File: src/rtl/pc_seq_pkg.sv
// Shared types, default sizes and the branch-condition evaluator for the PC sequencer.
package pc_seq_pkg;

  localparam int unsigned DEF_PC_W        = 8;
  localparam int unsigned DEF_STACK_DEPTH = 4;

  typedef enum logic [2:0] {
    OP_NEXT = 3'd0,
    OP_JMP  = 3'd1,
    OP_JCC  = 3'd2,
    OP_CALL = 3'd3,
    OP_RET  = 3'd4,
    OP_HALT = 3'd5
  } op_t;

  typedef enum logic [2:0] {
    C_Z   = 3'd0,
    C_NZ  = 3'd1,
    C_C   = 3'd2,
    C_NC  = 3'd3,
    C_S   = 3'd4,
    C_NS  = 3'd5,
    C_OV  = 3'd6,
    C_NOV = 3'd7
  } cond_t;

  typedef enum logic {
    ST_RUN    = 1'b0,
    ST_HALTED = 1'b1
  } state_t;

  // Truth of a JCC condition for the given flag set.
  function automatic logic cond_true(input cond_t c, input logic cy, input logic ov,
                                     input logic zf, input logic sf);
    logic r;
    r = 1'b0;
    case (c)
      C_Z:     r = zf;
      C_NZ:    r = ~zf;
      C_C:     r = cy;
      C_NC:    r = ~cy;
      C_S:     r = sf;
      C_NS:    r = ~sf;
      C_OV:    r = ov;
      C_NOV:   r = ~ov;
      default: r = 1'b0;
    endcase
    return r;
  endfunction

endpackage

File: src/rtl/ret_stack.sv
// Return-address LIFO; pushes when full and pops when empty are dropped.
module ret_stack #(
  parameter int unsigned DEPTH = 4,
  parameter int unsigned W     = 8,
  localparam int unsigned CW   = $clog2(DEPTH + 1)
) (
  input  logic          clk,
  input  logic          rst_n,
  input  logic          push,
  input  logic          pop,
  input  logic [W-1:0]  wdata,
  output logic [W-1:0]  top_c,
  output logic          full,
  output logic          empty,
  output logic [CW-1:0] depth
);

  localparam int unsigned AW = $clog2(DEPTH);

  logic [W-1:0]  mem [DEPTH];
  logic [CW-1:0] cnt_q, cnt_d;
  logic          full_q, empty_q;
  logic          do_push, do_pop;
  logic [AW-1:0] wr_idx, top_idx;

  assign do_push = push & ~full_q;
  assign do_pop  = pop & ~empty_q & ~do_push;
  assign wr_idx  = AW'(cnt_q);
  assign top_idx = empty_q ? '0 : AW'(cnt_q - CW'(1));

  // Next occupancy from the accepted push/pop.
  always_comb begin
    cnt_d = cnt_q;
    if (do_push)     cnt_d = cnt_q + CW'(1);
    else if (do_pop) cnt_d = cnt_q - CW'(1);
  end

  // Occupancy and registered full/empty; reset empties the stack logically.
  always_ff @(posedge clk) begin
    if (!rst_n) begin
      cnt_q   <= '0;
      full_q  <= 1'b0;
      empty_q <= 1'b1;
    end else begin
      cnt_q   <= cnt_d;
      full_q  <= (cnt_d == CW'(DEPTH));
      empty_q <= (cnt_d == '0);
    end
  end

  // Entry storage; contents survive reset but become unreachable.
  always_ff @(posedge clk) begin
    if (do_push) mem[wr_idx] <= wdata;
  end

  assign top_c = mem[top_idx];
  assign full  = full_q;
  assign empty = empty_q;
  assign depth = cnt_q;

endmodule

File: src/rtl/pc_sequencer.sv
// Program-counter sequencer with conditional jumps, call/return stack and halt.
module pc_sequencer
  import pc_seq_pkg::*;
#(
  parameter int unsigned PC_W        = DEF_PC_W,
  parameter int unsigned STACK_DEPTH = DEF_STACK_DEPTH,
  localparam int unsigned DW         = $clog2(STACK_DEPTH + 1)
) (
  input  logic            clk,
  input  logic            rst_n,
  input  logic            ce,
  input  op_t             op,
  input  cond_t           cond,
  input  logic [PC_W-1:0] target,
  input  logic            cy,
  input  logic            ov,
  input  logic            zf,
  input  logic            sf,
  output logic [PC_W-1:0] pc,
  output logic            taken,
  output logic            halted,
  output logic            stack_err,
  output logic [DW-1:0]   depth
);

  state_t          state_q, state_d;
  logic [PC_W-1:0] pc_q, pc_d;
  logic            taken_q, taken_d;
  logic            err_q, err_d;
  logic            halted_q;
  logic            push_c, pop_c;
  logic [PC_W-1:0] pc_inc_c;
  logic [PC_W-1:0] ret_addr_c;
  logic            stk_full, stk_empty;

  assign pc_inc_c = pc_q + PC_W'(1);

  ret_stack #(
    .DEPTH (STACK_DEPTH),
    .W     (PC_W)
  ) u_ret_stack (
    .clk   (clk),
    .rst_n (rst_n),
    .push  (push_c),
    .pop   (pop_c),
    .wdata (pc_inc_c),
    .top_c (ret_addr_c),
    .full  (stk_full),
    .empty (stk_empty),
    .depth (depth)
  );

  // State register.
  always_ff @(posedge clk) begin
    if (!rst_n) state_q <= ST_RUN;
    else        state_q <= state_d;
  end

  // Next state, next pc and stack control for one step.
  always_comb begin
    state_d = state_q;
    pc_d    = pc_q;
    taken_d = 1'b0;
    err_d   = err_q;
    push_c  = 1'b0;
    pop_c   = 1'b0;
    if (state_q == ST_RUN && ce) begin
      case (op)
        OP_JMP: begin
          pc_d    = target;
          taken_d = 1'b1;
        end
        OP_JCC: begin
          if (cond_true(cond, cy, ov, zf, sf)) begin
            pc_d    = target;
            taken_d = 1'b1;
          end else begin
            pc_d = pc_inc_c;
          end
        end
        OP_CALL: begin
          if (stk_full) begin
            err_d = 1'b1;
            pc_d  = pc_inc_c;
          end else begin
            push_c  = 1'b1;
            pc_d    = target;
            taken_d = 1'b1;
          end
        end
        OP_RET: begin
          if (stk_empty) begin
            err_d = 1'b1;
            pc_d  = pc_inc_c;
          end else begin
            pop_c   = 1'b1;
            pc_d    = ret_addr_c;
            taken_d = 1'b1;
          end
        end
        OP_HALT: state_d = ST_HALTED;
        default: pc_d = pc_inc_c;
      endcase
    end
  end

  // Registered outputs.
  always_ff @(posedge clk) begin
    if (!rst_n) begin
      pc_q     <= '0;
      taken_q  <= 1'b0;
      err_q    <= 1'b0;
      halted_q <= 1'b0;
    end else begin
      pc_q     <= pc_d;
      taken_q  <= taken_d;
      err_q    <= err_d;
      halted_q <= (state_d == ST_HALTED);
    end
  end

  assign pc        = pc_q;
  assign taken     = taken_q;
  assign stack_err = err_q;
  assign halted    = halted_q;

endmodule
File: config.mk
export PLATFORM = sky130hd
export DESIGN_NAME = pc_sequencer
export DESIGN_NICKNAME = d
export VERILOG_FILES = /design/src/rtl/pc_seq_pkg.sv /design/src/rtl/ret_stack.sv /design/src/rtl/pc_sequencer.sv
export SDC_FILE = /design/constraint.sdc
export NUM_CORES = 1
export LEC_CHECK = 0
export BUFFER_PORTS_ARGS = -buffer_cell sky130_fd_sc_hd__buf_2
export CORE_ASPECT_RATIO = 0.7
export CORE_MARGIN = 2
export CORE_UTILIZATION = 51
export DETAILED_ROUTE_END_ITERATION = 8
export PLACE_DENSITY = 0.79
export SLEW_MARGIN = 20
export SYNTH_ARGS = -nofsm -noshare
export SYNTH_HDL_FRONTEND = slang
export SYNTH_SLANG_ARGS = --single-unit
File: constraint.sdc
create_clock -name clk -period 2.4 [get_ports clk]
set_clock_uncertainty 0.2 [all_clocks]
set_input_delay 0.24 -clock clk [delete_from_list [all_inputs] [get_ports clk]]
set_output_delay 0.24 -clock clk [all_outputs]
set_load 0.05 [all_outputs]
# [Word level (Yosys, flattened, before mapping)]
# Memory sizes are Yosys's and may differ from the RTL's.
# Index checks and enable logic that the tools add are counted.
[word_totals] register_bits=16 latchBits=0 mem_bits_rw=32 mem_bits_ro=0 input_bits=21 out_inout_bits=14 elab_cells=69 memories=1
[op_classes] add_sub_neg=3 n_mul=0 div=0 n_lt_le_gt_ge=0 n_eq_ne=15 shifts=0 n_mux=23 n_bitwise=12 reduce_logical=8
[mem_list] memory="u_ret_stack.mem" words=4 word_bits=8 read_ports=1 rd_clocked_by_memory_dff=0 write_ports=1 line_no="ret_stack.sv:20" rtl="logic [W-1:0] mem [DEPTH];"
[ops] op="8-bit case mux with 5 select lines" count=1
[ops] op="8-bit two-way mux" count=3
[ops] op="3-bit == test, second input constant" count=7
[ops] op="1-bit two-way mux" count=13
[ops] op="3-bit by 2-bit == test with 1-bit output, second input constant" count=4
[ops] op="1-bit inverter" count=9
[ops] op="8-bit by 1-bit adder with 8-bit output, second input constant" count=1
[ops] op="1-bit case mux with 8 select lines" count=1
[ops] op="3-bit by 1-bit == test with 1-bit output, second input constant" count=2
[ops] op="3-bit zero test" count=2
[ops] op="3-bit two-way mux" count=2
[ops] op="2-bit AND reduction" count=3
[ops] op="2-bit by 1-bit != test with 1-bit output, second input constant" count=2
[ops] op="1-bit case mux with 4 select lines" count=1
[ops] op="4-bit AND reduction" count=1
[ops] op="3-bit by 1-bit adder with 3-bit output, second input constant" count=1
[ops] op="1-bit AND" count=3
[ops] op="3-bit by 1-bit subtractor with 3-bit output, second input constant" count=1
[ops] op="2-bit two-way mux" count=1
[ops] op="1-bit case mux with 2 select lines" count=1
[ops] op="2-bit nonzero test" count=1
[ops] op="1-bit logical AND" count=1

# [Logic depth before layout (Yosys ltp)]
# Gate-level depths: netlist of the first run.
[depth] word_depth=9 mapped_depth=10 mapped_depth_nobuf=7

# [Hierarchy]
# A second synthesis of the first run with hierarchy kept.
[unflattened] cells_unflattened=223 area_unflattened_um2=2517.4
[by_module_without_submodules] mod="ret_stack" n_inst=1 cells_each=112 area_per_inst_um2=1590.3 seq_area_each_um2=1061.0
[by_module_without_submodules] mod="pc_sequencer" n_inst=1 cells_each=111 area_per_inst_um2=927.1 seq_area_each_um2=220.2

# [Worst setup path before layout of the first run]
# OpenSTA, ideal clock, no wires.
[synth_timing] path_kind="reg2reg" from="reg u_ret_stack.cnt_q[0] (netlist: u_ret_stack.depth[0])" to="reg pc_q[7] (netlist: pc[7])" setup_time_ps=127 t_arrival_ps=2633 required_ps=2073 setup_slack_ps=-560 path_stages_with_launch=11 path_buffers=3 synth_period_minus_slack_ps=2960 path_cell_list="dfxtp_1 > clkbuf_1 > buf_2 > inv_1 > ha_1 > buf_2 > or4b_2 > o221ai_1 > o22ai_1 > o21ai_0 > a31oi_1"
[synth_between] elab_chain_len=5
[synth_lines] item="start, declared" line_no="ret_stack.sv:21" rtl="logic [CW-1:0] cnt_q, cnt_d;"
[synth_lines] item="start signal, assigned" line_no="ret_stack.sv:45" rtl="cnt_q <= cnt_d;"
[synth_lines] item="3-bit by 1-bit subtractor with 3-bit output" line_no="ret_stack.sv:29" rtl="assign top_idx = empty_q ? '0 : AW'(cnt_q - CW'(1));"
[synth_lines] item="2-bit two-way mux" line_no="ret_stack.sv:29"
[synth_lines] item="memory 4 x 8 bit"
[synth_lines] item="8-bit two-way mux" line_no="pc_sequencer.sv:92" rtl="if (stk_empty) begin"
[synth_lines] item="8-bit case mux with 5 select lines" line_no="pc_sequencer.sv:68" rtl="case (op)"
[synth_lines] item="end signal, assigned" line_no="pc_sequencer.sv:115" rtl="pc_q <= pc_d;"
[synth_lines] item="end, declared" line_no="pc_sequencer.sv:27" rtl="logic [PC_W-1:0] pc_q, pc_d;"
# Every way passes these cells.
# A chain may end at the register's enable or synchronous reset.

# [Worst setup path in the final report of the first run]
[layout_timing] from="reg u_ret_stack.cnt_q[1] (netlist: u_ret_stack.depth[1])" to="reg pc_q[7] (netlist: pc[7])"
# The elaborated chain is that of the path after synthesis.

==> results of run 1 <==
==> cell usage after synthesis, drive strengths merged (3+ instances only) <==
master / count / area share
inv: 5 / 0.0077
o41ai: 3 / 0.011
a221oi: 3 / 0.011
nand3: 4 / 0.010
dfxtp: 16 / 0.13
xor2: 3 / 0.014
edfxtp: 32 / 0.39
buf: 6 / 0.021
nand2: 21 / 0.032
o22ai: 9 / 0.023
nor2: 18 / 0.028
a41oi: 4 / 0.024
nor3: 4 / 0.0082
a21oi: 3 / 0.0077
and3: 5 / 0.013
ha: 5 / 0.026
o21ai: 22 / 0.056
mux2: 8 / 0.037
xnor2: 6 / 0.022
nand2b: 3 / 0.0077
clkbuf: 3 / 0.0051
==> registers in the layout, indices dropped and copies added, names as in the netlist <==
| name | cells |
|---|---|
| u_ret_stack.mem | 32 |
| pc | 8 |
| u_ret_stack.depth | 3 |
| halted | 1 |
| stack_err | 1 |
| taken | 1 |
| u_ret_stack.empty | 1 |
| u_ret_stack.full | 1 |
==> critical path: cells and delay by family (launching register included) <==
kind | cells | cell delay, ns
simple gates | 1 | 0.46
compound gates | 4 | 0.41
flops | 1 | 0.37
fa+ha+maj | 1 | 0.36
buf+inv | 2 | 0.25
==> logic make-up after synthesis <==
| logic type | synth area share |
|---|---|
| adder cells (fa/ha/maj) | 0.02568 |
| buffers and inverters | 0.03389 |
| multiplexers | 0.05033 |
| AND/OR/NAND/NOR | 0.1633 |
| flip-flops | 0.5259 |
| XOR/XNOR | 0.03544 |
| AO/OA/AOI/OAI | 0.1654 |
==> per-layer routing <==
| layer | part of all wire | wire length [µm] | GRT usage | vias to the layer above |
|---|---|---|---|---|
| met2 | 0.40 | 2030 | 0.2824 | 84 |
| met4 | 0.0035 | 18 | 0.04688 | 0 |
| met1 | 0.49 | 2519 | 0.3219 | 881 |
| li1 | - | - | - | 877 |
| met3 | 0.11 | 539 | 0.06341 | 2 |
| met5 | 0 | 0 | 0 | - |
==> area by class of cell <==
cell class	count	area share
timing repair buffer	40	0.07910
tap	55	0.02472
inverter	5	0.006742
clock inverter	2	0.01258
clock buffer	6	0.02607
multi-input combinational	148	0.3888
sequential	48	0.4620
==> layout by cell type, fill, tap and decap left out, types with 2 or more instances in the layout <==
cell type      Yosys  final
dlygate4sd3_1      0      2
a21oi_1            2      2
nor3_1             4      4
a221oi_1           3      3
o41ai_1            3      3
xor2_1             2      2
nand3_1            3      3
nor2b_1            2      2
nand2_1           21     21
buf_4              0      4
o21ai_4            2      2
clkbuf_8           0      5
ha_1               5      5
and3_1             4      4
mux2_2             8      8
xnor2_1            6      6
and4_1             2      2
dfxtp_1           16     14
o22ai_1            9      9
or4b_4             1      2
buf_2              2     34
a31oi_1            2      2
nor2_1            18     18
inv_1              5      4
o21ai_0           19     18
and3b_2            2      2
a41oi_2            3      3
nand2b_1           3      3
edfxtp_1          32     32
==> stage by stage <==
stage	util	cells	setup WS, ns
global placement	0.5963	294	0.3274
detailed placement	0.5963	294	0.2336
finish	0.6250	304	0.2398
global route	0.6250	304	0.1198
floorplan	-	210	0.06293
CTS	0.6250	304	0.2329
==> what timing repair did <==
| action | 4_1_cts | 5_1_grt |
|---|---|---|
| gates resized for setup | 0 | 0 |
| hold buffers | 2 | 0 |
| endpoints found under the hold margin | 2 | 0 |
==> how the worst min path moves through the flow <==
stage              start         to  slack (ns)  cells past startpoint
2_1_floorplan         ce     halted        0.18                      2
3_3_place_gp   stack_err  stack_err        0.25                      2
3_5_place_dp   stack_err  stack_err        0.27                      2
4_1_cts        target[4]      pc[4]       0.006                      3
5_1_grt        target[4]      pc[4]        0.02                      3
6_report       target[4]      pc[4]       0.005                      3
==> power breakdown <==
group,switching (mW),internal [mW],total [mW]
Sequential,0.0221,0.906,0.928
Combinational,0.166,0.0849,0.251
Clock,0.252,0.309,0.562
Total,0.441,1.30,1.74
==> metrics.md, run 1 <==
| Metric | Value |
|---|---|
| Routed WL per cell | `approximately 17 µm` |
| Input/output buffers | `34` |
| Routability cong. | `0.8927` |
| Critical R2R Capture | `pc[7]` |
| Worst hold path type | `in -> reg` |
| Core area | `4454 µm²` |
| Relative slew slack | `0.6299` |
| Max Fanout on Critical Path | `5` |
| Die height | `a little over 60 µm` |
| Fillers | `360` |
| Worst skew pair latency | `0.29 ns` |
| Clock Path Buffers | `2` |
| PD cells | `about 630 nW/µm²` |
| Status | `complete, no violations` |
| Crit end category | `flip-flop` |
| Clock Pin Slew Worst Setup and Hold Paths | `0.08 ns` |
| CP max stage delay | `0.46 ns` |
| CTS tree | `done` |
| Max Freq | `~0.46 GHz` |
| Max Cap Viol | `0` |
| Site Rows | `20` |
| DRC Markers | `0` |
| Seq cells post-synth | `48` |
| Synthesis-to-finish area growth | `14.28%` |
| R2R setup slack | `0.24 ns` |
| Min Tclk post-route | `2.160 ns` |
| Syn. warnings | `0` |
| Post-route ant nets | `0` |
| Area of the multi-input gates | `1082 µm²` |
| Synth cell types | `55` |
| H-Tree Depth | `2` |
| Syn Inst Count | `210` |
| Mean Syn Cell Area | `11.60 µm²` |
| Vias | `approximately 1,800` |
| First-pass GRT wire length | `between 8000 and 9000 µm` |
| Sequence of cells on the critical path | `inv_1 -> ha_1 -> buf_4 -> or4b_4 -> o221ai_2 -> o22ai_1 -> o21ai_1 -> a31oi_1` |
| Number of antenna violations at the first check in global routing | `0` |
| Flip-flop and latch area | `1286 µm²` |
| Hpwl dp | `3724 µm` |
| Syn Std Cell Area | `2436 µm²` |
| Critical Path Sink | `pc[7]` |
| Final wirelength | `a little over 5000 µm` |
| Area after DPL | `between 2000 and 3000 µm²` |
| Worst r2r src | `u_ret_stack.depth[1]` |
| Post-layout net count | `about 270` |
| Starting Density | `0.5469` |
| Total power draw | `1.741 mW` |
| Final period util | `0.9001` |
| Critical-path top delay cell | `or4b_4` |
| Largest net degree at the start of global routing | `18` |
| Main synth FF type | `edfxtp_1` |
| Global Route Usage Sum | `0.2068` |
| Static leakage | `1.009 nW` |
| Critical path data arrival time | `~2.1 ns` |
| Number of global-route vias before repair | `1,614` |
| Max-slew violations | `0` |
| Setup Fix Bufs, Post-CTS | `0` |
| Critical Path RT | `2.38 ns` |
| GRT overflow | `0` |
| Crit path kind | `reg -> reg` |
| CTS root buffer | `clkbuf_8` |
| RSZ-0062 raised after global routing | `no` |
| Final Hold Viols | `0` |
| Post-route setup TNS | `0 ns` |
| Routed vias/inst | `6.066` |
| Worst setup SP type | `flip-flop` |
| Design Area, Final | `2784 µm²` |
| Num CTS Buffers | `5` |
| Final setup violation count | `0` |
| Die area | `5354 µm²` |
| First drt pass iteration count | `4` |
| Synthesized Nets | `236` |
| Sequential share of the synthesized area | `0.5259` |
| Fraction of layout cells with a size suffix above 1 | `0.3133` |
| Diode count | `0` |
| CTS sink count | `48` |
| 1st-iter DRT viols | `209` |
| FF-to-FF path depth | `8` |
| Worst Max-Slew Pin Slew | `0.5511 ns` |
| Peak VDD IR | `between 0.3 and 0.4 mV` |
| Post-synth EDFFs | `32` |
| FFs w/ async S/R, synth | `0` |
| Final hold slack | `0.005461 ns` |
| Die Wd | `86.61 µm` |
| Crit path from | `u_ret_stack.depth[1]` |
| I/O pin cnt | `35` |
Power figures use the tool's default switching activity.
==> run 2: changes to the inputs <==
- RECOVER_POWER: not set -> 25
==> run 2 against run 1 <==
Net effect: die area unchanged; clock power is essentially flat; utilization fell by 0.39 points; sequential power is essentially flat; count of clock-buffer cells in the layout stayed put; total power shrank 0.30%; worst setup slack lost 0.043 ns; cell area shrank 0.63%; non-clock buffer count did not move; sequential cell count unchanged; routed wire length is 0.35% higher; cell count did not move; largest cell class unchanged.
==> metrics.md, run 2 (same netlist as run 1, synthesis figures left out) <==
| Metric | Value |
|---|---|
| Hold Path Origin | `target[4] (unchanged)` |
| Sequence of cells on the critical path | `inv_1 -> ha_1 -> buf_4 -> nand2b_1 -> o22ai_1 -> o41ai_1 -> a221oi_1 -> nor2_1 (was inv_1 -> ha_1 -> buf_4 -> or4b_4 -> o221ai_2 -> o22ai_1 -> o21ai_1 -> a31oi_1)` |
| Post-route ant nets | `0 (unchanged)` |
| Routed WL per cell | `16.86 µm (was 16.80 µm)` |
| Final period util | `0.9180 (was 0.9001)` |
| Top reg by flops | `u_ret_stack.mem (unchanged)` |
| DP Cell Count | `294 (unchanged)` |
| Final wirelength | `5125 µm (was 5107 µm)` |
| Number of antenna violations at the first check in global routing | `0 (unchanged)` |
| Min Tclk post-route | `2.203 ns (was 2.160 ns)` |
| Core area | `4454 µm² (unchanged)` |
| Routing usage on met2 | `0.2824 (unchanged)` |
| Num CTS Buffers | `5 (unchanged)` |
| Setup Fix Bufs, Post-CTS | `0 (unchanged)` |
| CP Buf/Inv Count | `2 (unchanged)` |
| Worst r2r src | `u_ret_stack.depth[1] (unchanged)` |
| Max Fanout on Critical Path | `12 (was 5)` |
| Commonest cells after routing, fill and taps aside | `edfxtp_1 (32), nand2_1 (21), buf_2 (20), nor2_1 (18), o21ai_0 (18) (was buf_2 (34), edfxtp_1 (32), nand2_1 (21), nor2_1 (18), o21ai_0 (18))` |
| 1st-iter DRT viols | `222 (was 209)` |
| RSZ-0062 raised after global routing | `no (unchanged)` |
| Diode count | `0 (unchanged)` |
| Die area | `5354 µm² (unchanged)` |
| Worst hold path type | `in -> reg (unchanged)` |
| CTS tree | `done (unchanged)` |
| H-Tree Depth | `2 (unchanged)` |
| Switching part of the total | `0.2533 (about the same)` |
| Critical-path top delay cell | `o41ai_1 (was or4b_4)` |
| Fraction of layout cells with a size suffix above 1 | `0.2570 (was 0.3133)` |
| I/O pin cnt | `35 (unchanged)` |
| Grt met1 use | `0.3219 (unchanged)` |
| Routability cong. | `0.8927 (unchanged)` |
| Final setup violation count | `0 (unchanged)` |
| CTS root buffer | `clkbuf_8 (unchanged)` |
| Peak VDD IR | `0.3275 mV (was 0.3327 mV)` |
| Largest net degree at the start of global routing | `18 (unchanged)` |
| Worst Max-Slew Pin Slew | `0.6072 ns (was 0.5511 ns)` |
| Crit path from | `u_ret_stack.depth[1] (unchanged)` |
| Worst skew pair latency | `0.29 ns (about the same)` |
| Clock Pin Slew Worst Setup and Hold Paths | `0.09 ns (was 0.08 ns)` |
| Combinational power share | `0.143 (was 0.144)` |
| Final Hold Viols | `0 (unchanged)` |
| Critical Path RT | `2.44 ns (was 2.38 ns)` |
| Number of global-route vias before repair | `1,614 (unchanged)` |
| PD cells | `627.3 nW/µm² (was 625.2 nW/µm²)` |
| Area after DPL | `2656 µm² (unchanged)` |
| Die Wd | `86.61 µm (unchanged)` |
| Total power draw | `1.735 mW (was 1.741 mW)` |
| Commonest non-fill, non-tap cell in the layout | `edfxtp_1 (was buf_2)` |
| Status | `complete, no violations (unchanged)` |
| Met3 Use GR | `0.06341 (unchanged)` |
| Clock Path Buffers | `2 (unchanged)` |
| Worst setup SP type | `flip-flop (unchanged)` |
| Die height | `61.83 µm (unchanged)` |
| Critical path data arrival time | `2.24 ns (was 2.14 ns)` |
| Critical R2R Capture | `pc[3] (was pc[7])` |
| GRT overflow | `0 (unchanged)` |
| Crit path kind | `reg -> reg (unchanged)` |
| Int Pwr | `1.296 mW (was 1.300 mW)` |
| Max-slew violations | `0 (unchanged)` |
| R2R setup slack | `0.20 ns (was 0.24 ns)` |
| Global Route Usage Sum | `0.2068 (unchanged)` |
| Routed vias/inst | `6.066 (unchanged)` |
| Fin cells | `304 (unchanged)` |
| Static leakage | `0.9535 nW (was 1.009 nW)` |
| Hpwl dp | `3724 µm (unchanged)` |
| Starting Density | `0.5469 (unchanged)` |
| Post-layout net count | `274 (unchanged)` |
| Input/output buffers | `34 (unchanged)` |
| Max Freq | `0.4539 GHz (was 0.4629 GHz)` |
| Site Rows | `20 (unchanged)` |
| Design Area, Final | `2766 µm² (was 2784 µm²)` |
| Crit end category | `flip-flop (unchanged)` |
| Sequential Power Share | `0.535 (was 0.533)` |
| Relative slew slack | `0.5969 (was 0.6299)` |
| Hold path depth | `3 (unchanged)` |
| NetSw | `0.4395 mW (was 0.4409 mW)` |
| FF-to-FF path depth | `8 (unchanged)` |
| Post-route setup TNS | `0 ns (unchanged)` |
| First-pass GRT wire length | `8211 µm (unchanged)` |
| Fillers | `362 (was 360)` |
| CP max stage delay | `0.51 ns (was 0.46 ns)` |
| Synthesis-to-finish area growth | `13.56% (was 14.28%)` |
| CTS sink count | `48 (unchanged)` |
| Max Cap Viol | `0 (unchanged)` |
| WHS Endpoint | `pc[4] (unchanged)` |
| Number of flip-flops in the largest register | `32 (unchanged)` |
| Clock network fraction of total power | `0.322 (was 0.323)` |
| DRC Markers | `0 (unchanged)` |
| First drt pass iteration count | `4 (unchanged)` |
| Vias | `1,844 (unchanged)` |
| CP top delay family | `compound AO/OA/AOI/OAI gates (was simple AND/OR/NAND/NOR gates)` |
| GR peak layer | `met1 (unchanged)` |
run 2: changes by cell type in the layout (fill, tap and decap cells not counted):
| cell | delta |
|---|---|
| buf_2 | -14 |
| clkbuf_1 | +14 |
run 2: worst max path at each step:
stage,endpoint,cells past startpoint,slack (ns)
floorplan,pc[6],10,0.06
global placement,pc[7],8,0.33
detailed placement,pc[7],8,0.23
CTS,pc[7],8,0.23
global route,pc[3],8,0.12
finish,pc[3],8,0.20
run 2: layer usage:
layer | vias up | routed length [µm] | part of all wire
met1 | 876 | 2541 | 0.50
met4 | 0 | 18 | 0.0035
met3 | 2 | 500 | 0.098
met2 | 87 | 2065 | 0.40
li1 | 879 | - | -
met5 | - | 0 | 0
run 2: area by class of cell:
class	instances	area (µm²)	area share
Clock buffer	6	72.57	0.02623
Clock inverter	2	35.03	0.01266
Inverter	5	18.77	0.006784
Multi-Input combinational cell	148	1082	0.3912
Sequential cell	48	1286	0.4649
Tap cell	55	68.82	0.02488
Timing Repair Buffer	40	202.7	0.07327
run 2: through the flow:
step / worst slack, ns / utilization / hold WS [ns]
after floorplan: 0.06293 / - / 0.1806
after global placement: 0.3274 / 0.5963 / 0.2496
after detailed placement: 0.2336 / 0.5963 / 0.2658
after CTS: 0.2329 / 0.6250 / 0.005809
after global routing: 0.1169 / 0.6211 / 0.02368
final: 0.1969 / 0.6211 / 0.005839
run 2: power by group through the flow:
stage | combinational (mW) | clock (mW) | sequential [mW]
3_3_place_gp | 0.243 | 0 | 0.947
6_report | 0.248 | 0.559 | 0.928
5_1_grt | 0.268 | 0.602 | 0.932
3_5_place_dp | 0.246 | 0 | 0.946
2_1_floorplan | 0.138 | 0 | 0.988
4_1_cts | 0.249 | 0.570 | 0.928
run 2: worst min-delay path: stages:
cell	delay, ns
buf_2	0.08
a221oi_1	0.06
nor2_1	0.08
run 2: timing repair:
item | CTS | global route
gates resized for setup | 0 | 0
hold buffers | 2 | 0
endpoints found under the hold margin | 2 | 0
==> run 3: changes to the inputs <==
- CTS_CLUSTER_DIAMETER: not set -> 40
- SETUP_SLACK_MARGIN: not set -> 0.3
==> run 3 against run 2 <==
Net effect: die area stayed put; clock power fell by 0.7%; total power rose by 0.42%; cell count grew 1.3%; sequential cell count stayed put; utilization grew 1.6 points; sequential share of layout area decreased by 1.2 points; largest power group unchanged; routed wire length increased by 8.6%; via count down 1.6%; register-to-register slack gained 0.19 ns; global-route usage is 1.7 points higher.
==> metrics.md, run 3 (same netlist as run 1, synthesis figures left out) <==
| Metric | Value |
|---|---|
| Status | `complete, no violations (unchanged)` |
| Input/output buffers | `34 (unchanged)` |
| Core area | `4454 µm² (unchanged)` |
| Diode count | `0 (unchanged)` |
| Die height | `61.83 µm (unchanged)` |
| Met2 WL post-DR | `2351 µm (was 2065 µm)` |
| Max Fanout on Critical Path | `9 (was 12)` |
| Top reg by flops | `u_ret_stack.mem (unchanged)` |
| Num CTS Buffers | `5 (unchanged)` |
| Starting Density | `0.5469 (unchanged)` |
| Post-route ant nets | `0 (unchanged)` |
| Routability cong. | `0.8202 (was 0.8927)` |
| Hold Path Origin | `ce (was target[4])` |
| Crit path kind | `reg -> reg (unchanged)` |
| RSZ-0062 raised after global routing | `yes (was no)` |
| Peak VDD IR | `0.4109 mV (was 0.3275 mV)` |
| Max Cap Viol | `0 (unchanged)` |
| Critical path data arrival time | `2.05 ns (was 2.24 ns)` |
| Final Hold Viols | `0 (unchanged)` |
| Number of global-route vias before repair | `1,716 (was 1,614)` |
| Final period util | `0.8380 (was 0.9180)` |
| Static leakage | `1.002 nW (was 0.9535 nW)` |
| Die area | `5354 µm² (unchanged)` |
| First-pass GRT wire length | `8776 µm (was 8211 µm)` |
| DRC Markers | `0 (unchanged)` |
| H-Tree Depth | `2 (unchanged)` |
| CTS root buffer | `clkbuf_8 (unchanged)` |
| PD cells | `614.1 nW/µm² (was 627.3 nW/µm²)` |
| Relative slew slack | `0.5957 (was 0.5969)` |
| Number of antenna violations at the first check in global routing | `0 (unchanged)` |
| Synthesis-to-finish area growth | `16.49% (was 13.56%)` |
| Worst hold path type | `in -> reg (unchanged)` |
| Worst r2r src | `u_ret_stack.empty (was u_ret_stack.depth[1])` |
| Commonest cells after routing, fill and taps aside | `edfxtp_1 (32), buf_2 (26), nand2_1 (21), nor2_1 (18), o21ai_0 (18) (was edfxtp_1 (32), nand2_1 (21), buf_2 (20), nor2_1 (18), o21ai_0 (18))` |
| Clock Path Buffers | `2 (unchanged)` |
| Crit path from | `u_ret_stack.empty (was u_ret_stack.depth[1])` |
| CTS tree | `done (unchanged)` |
| Number of flip-flops in the largest register | `32 (unchanged)` |
| Critical Path RT | `2.44 ns (about the same)` |
| Routed vias/inst | `5.890 (was 6.066)` |
| I/O pin cnt | `35 (unchanged)` |
| Post-route setup TNS | `0 ns (unchanged)` |
| Fraction of layout cells with a size suffix above 1 | `0.3083 (was 0.2570)` |
| Worst Max-Slew Pin Slew | `0.6090 ns (was 0.6072 ns)` |
| Max Freq | `0.4972 GHz (was 0.4539 GHz)` |
| Crit end category | `flip-flop (unchanged)` |
| Max layer used | `met4 (unchanged)` |
| Die Wd | `86.61 µm (unchanged)` |
| Vias | `1,814 (was 1,844)` |
| Max-slew violations | `0 (unchanged)` |
| Worst skew pair latency | `0.30 ns (was 0.29 ns)` |
| Min Tclk post-route | `2.011 ns (was 2.203 ns)` |
| First drt pass iteration count | `4 (unchanged)` |
| Global Route Usage Sum | `0.2240 (was 0.2068)` |
| Metal-1 WL | `2736 µm (was 2541 µm)` |
| Total power draw | `1.743 mW (was 1.735 mW)` |
| Hpwl dp | `3919 µm (was 3724 µm)` |
| GRT overflow | `0 (unchanged)` |
| Final setup violation count | `0 (unchanged)` |
| Largest net degree at the start of global routing | `18 (unchanged)` |
| Routed WL per cell | `18.07 µm (was 16.86 µm)` |
| Site Rows | `20 (unchanged)` |
| Commonest non-fill, non-tap cell in the layout | `edfxtp_1 (unchanged)` |
| Post-layout net count | `278 (was 274)` |
| Final wirelength | `5565 µm (was 5125 µm)` |
| Worst setup SP type | `flip-flop (unchanged)` |
| 1st-iter DRT viols | `102 (was 222)` |
| Clock Pin Slew Worst Setup and Hold Paths | `0.09 ns (about the same)` |
| CTS sink count | `48 (unchanged)` |
| Met3 wire length | `394 µm (was 500 µm)` |
-- run 3: worst paths after layout --
check	to	slack, ns	cells after the start
setup / recovery	u_ret_stack.full	0.39	5
hold / removal	halted	0.005	3
setup reg to reg	u_ret_stack.full	0.39	5
hold reg to reg	halted	0.35	2
-- run 3: where the power goes --
group          leakage (nW)  internal (mW)  switching [mW]
Sequential            0.424          0.906          0.0235
Combinational         0.525         0.0906           0.168
Clock                0.0530          0.272           0.283
-- run 3: timing repair --
item,4_1_cts,5_1_grt
pin swaps,1,0
setup buffers,6,0
hold buffers,3,0
setup endpoints to repair,2,4
gates resized for setup,0,3
hold endpoints to repair,3,0
-- run 3: through the flow --
stage	hold WS, ns	std cells	setup slack [ns]	instance area [µm²]	utilization
after global placement	0.2437	291	0.3114	2649	0.5947
final	0.005263	308	0.3888	2838	0.6371
after global routing	0.01008	308	0.2949	2838	0.6371
after floorplan	0.1806	210	0.1411	2490	-
after CTS	0.003890	308	0.3798	2834	0.6362
after detailed placement	0.2982	291	0.2552	2649	0.5947
-- run 3: final cells by class --
type | instances | area (µm²)
clock buffer | 6 | 93.84
clock inverter | 2 | 16.27
fill | 364 | 1617
inverter | 5 | 21.27
multi-input combinational | 148 | 1109
sequential | 48 | 1286
tap | 55 | 68.82
timing repair buffer | 44 | 242.7
-- run 3: metal layers --
| layer | track usage | vias up |
|---|---|---|
| li1 | - | 880 |
| met1 | 0.3297 | 848 |
| met2 | 0.3363 | 77 |
| met3 | 0.04491 | 9 |
| met4 | 0.07589 | 0 |
| met5 | 0 | - |
-- run 3: worst max-delay path: stages (launching register included) --
cell	delay (ns)
dfxtp_1	0.45
nor4b_4	0.48
a22oi_2	0.11
or3_1	0.35
a21oi_2	0.19
nor2b_1	0.17
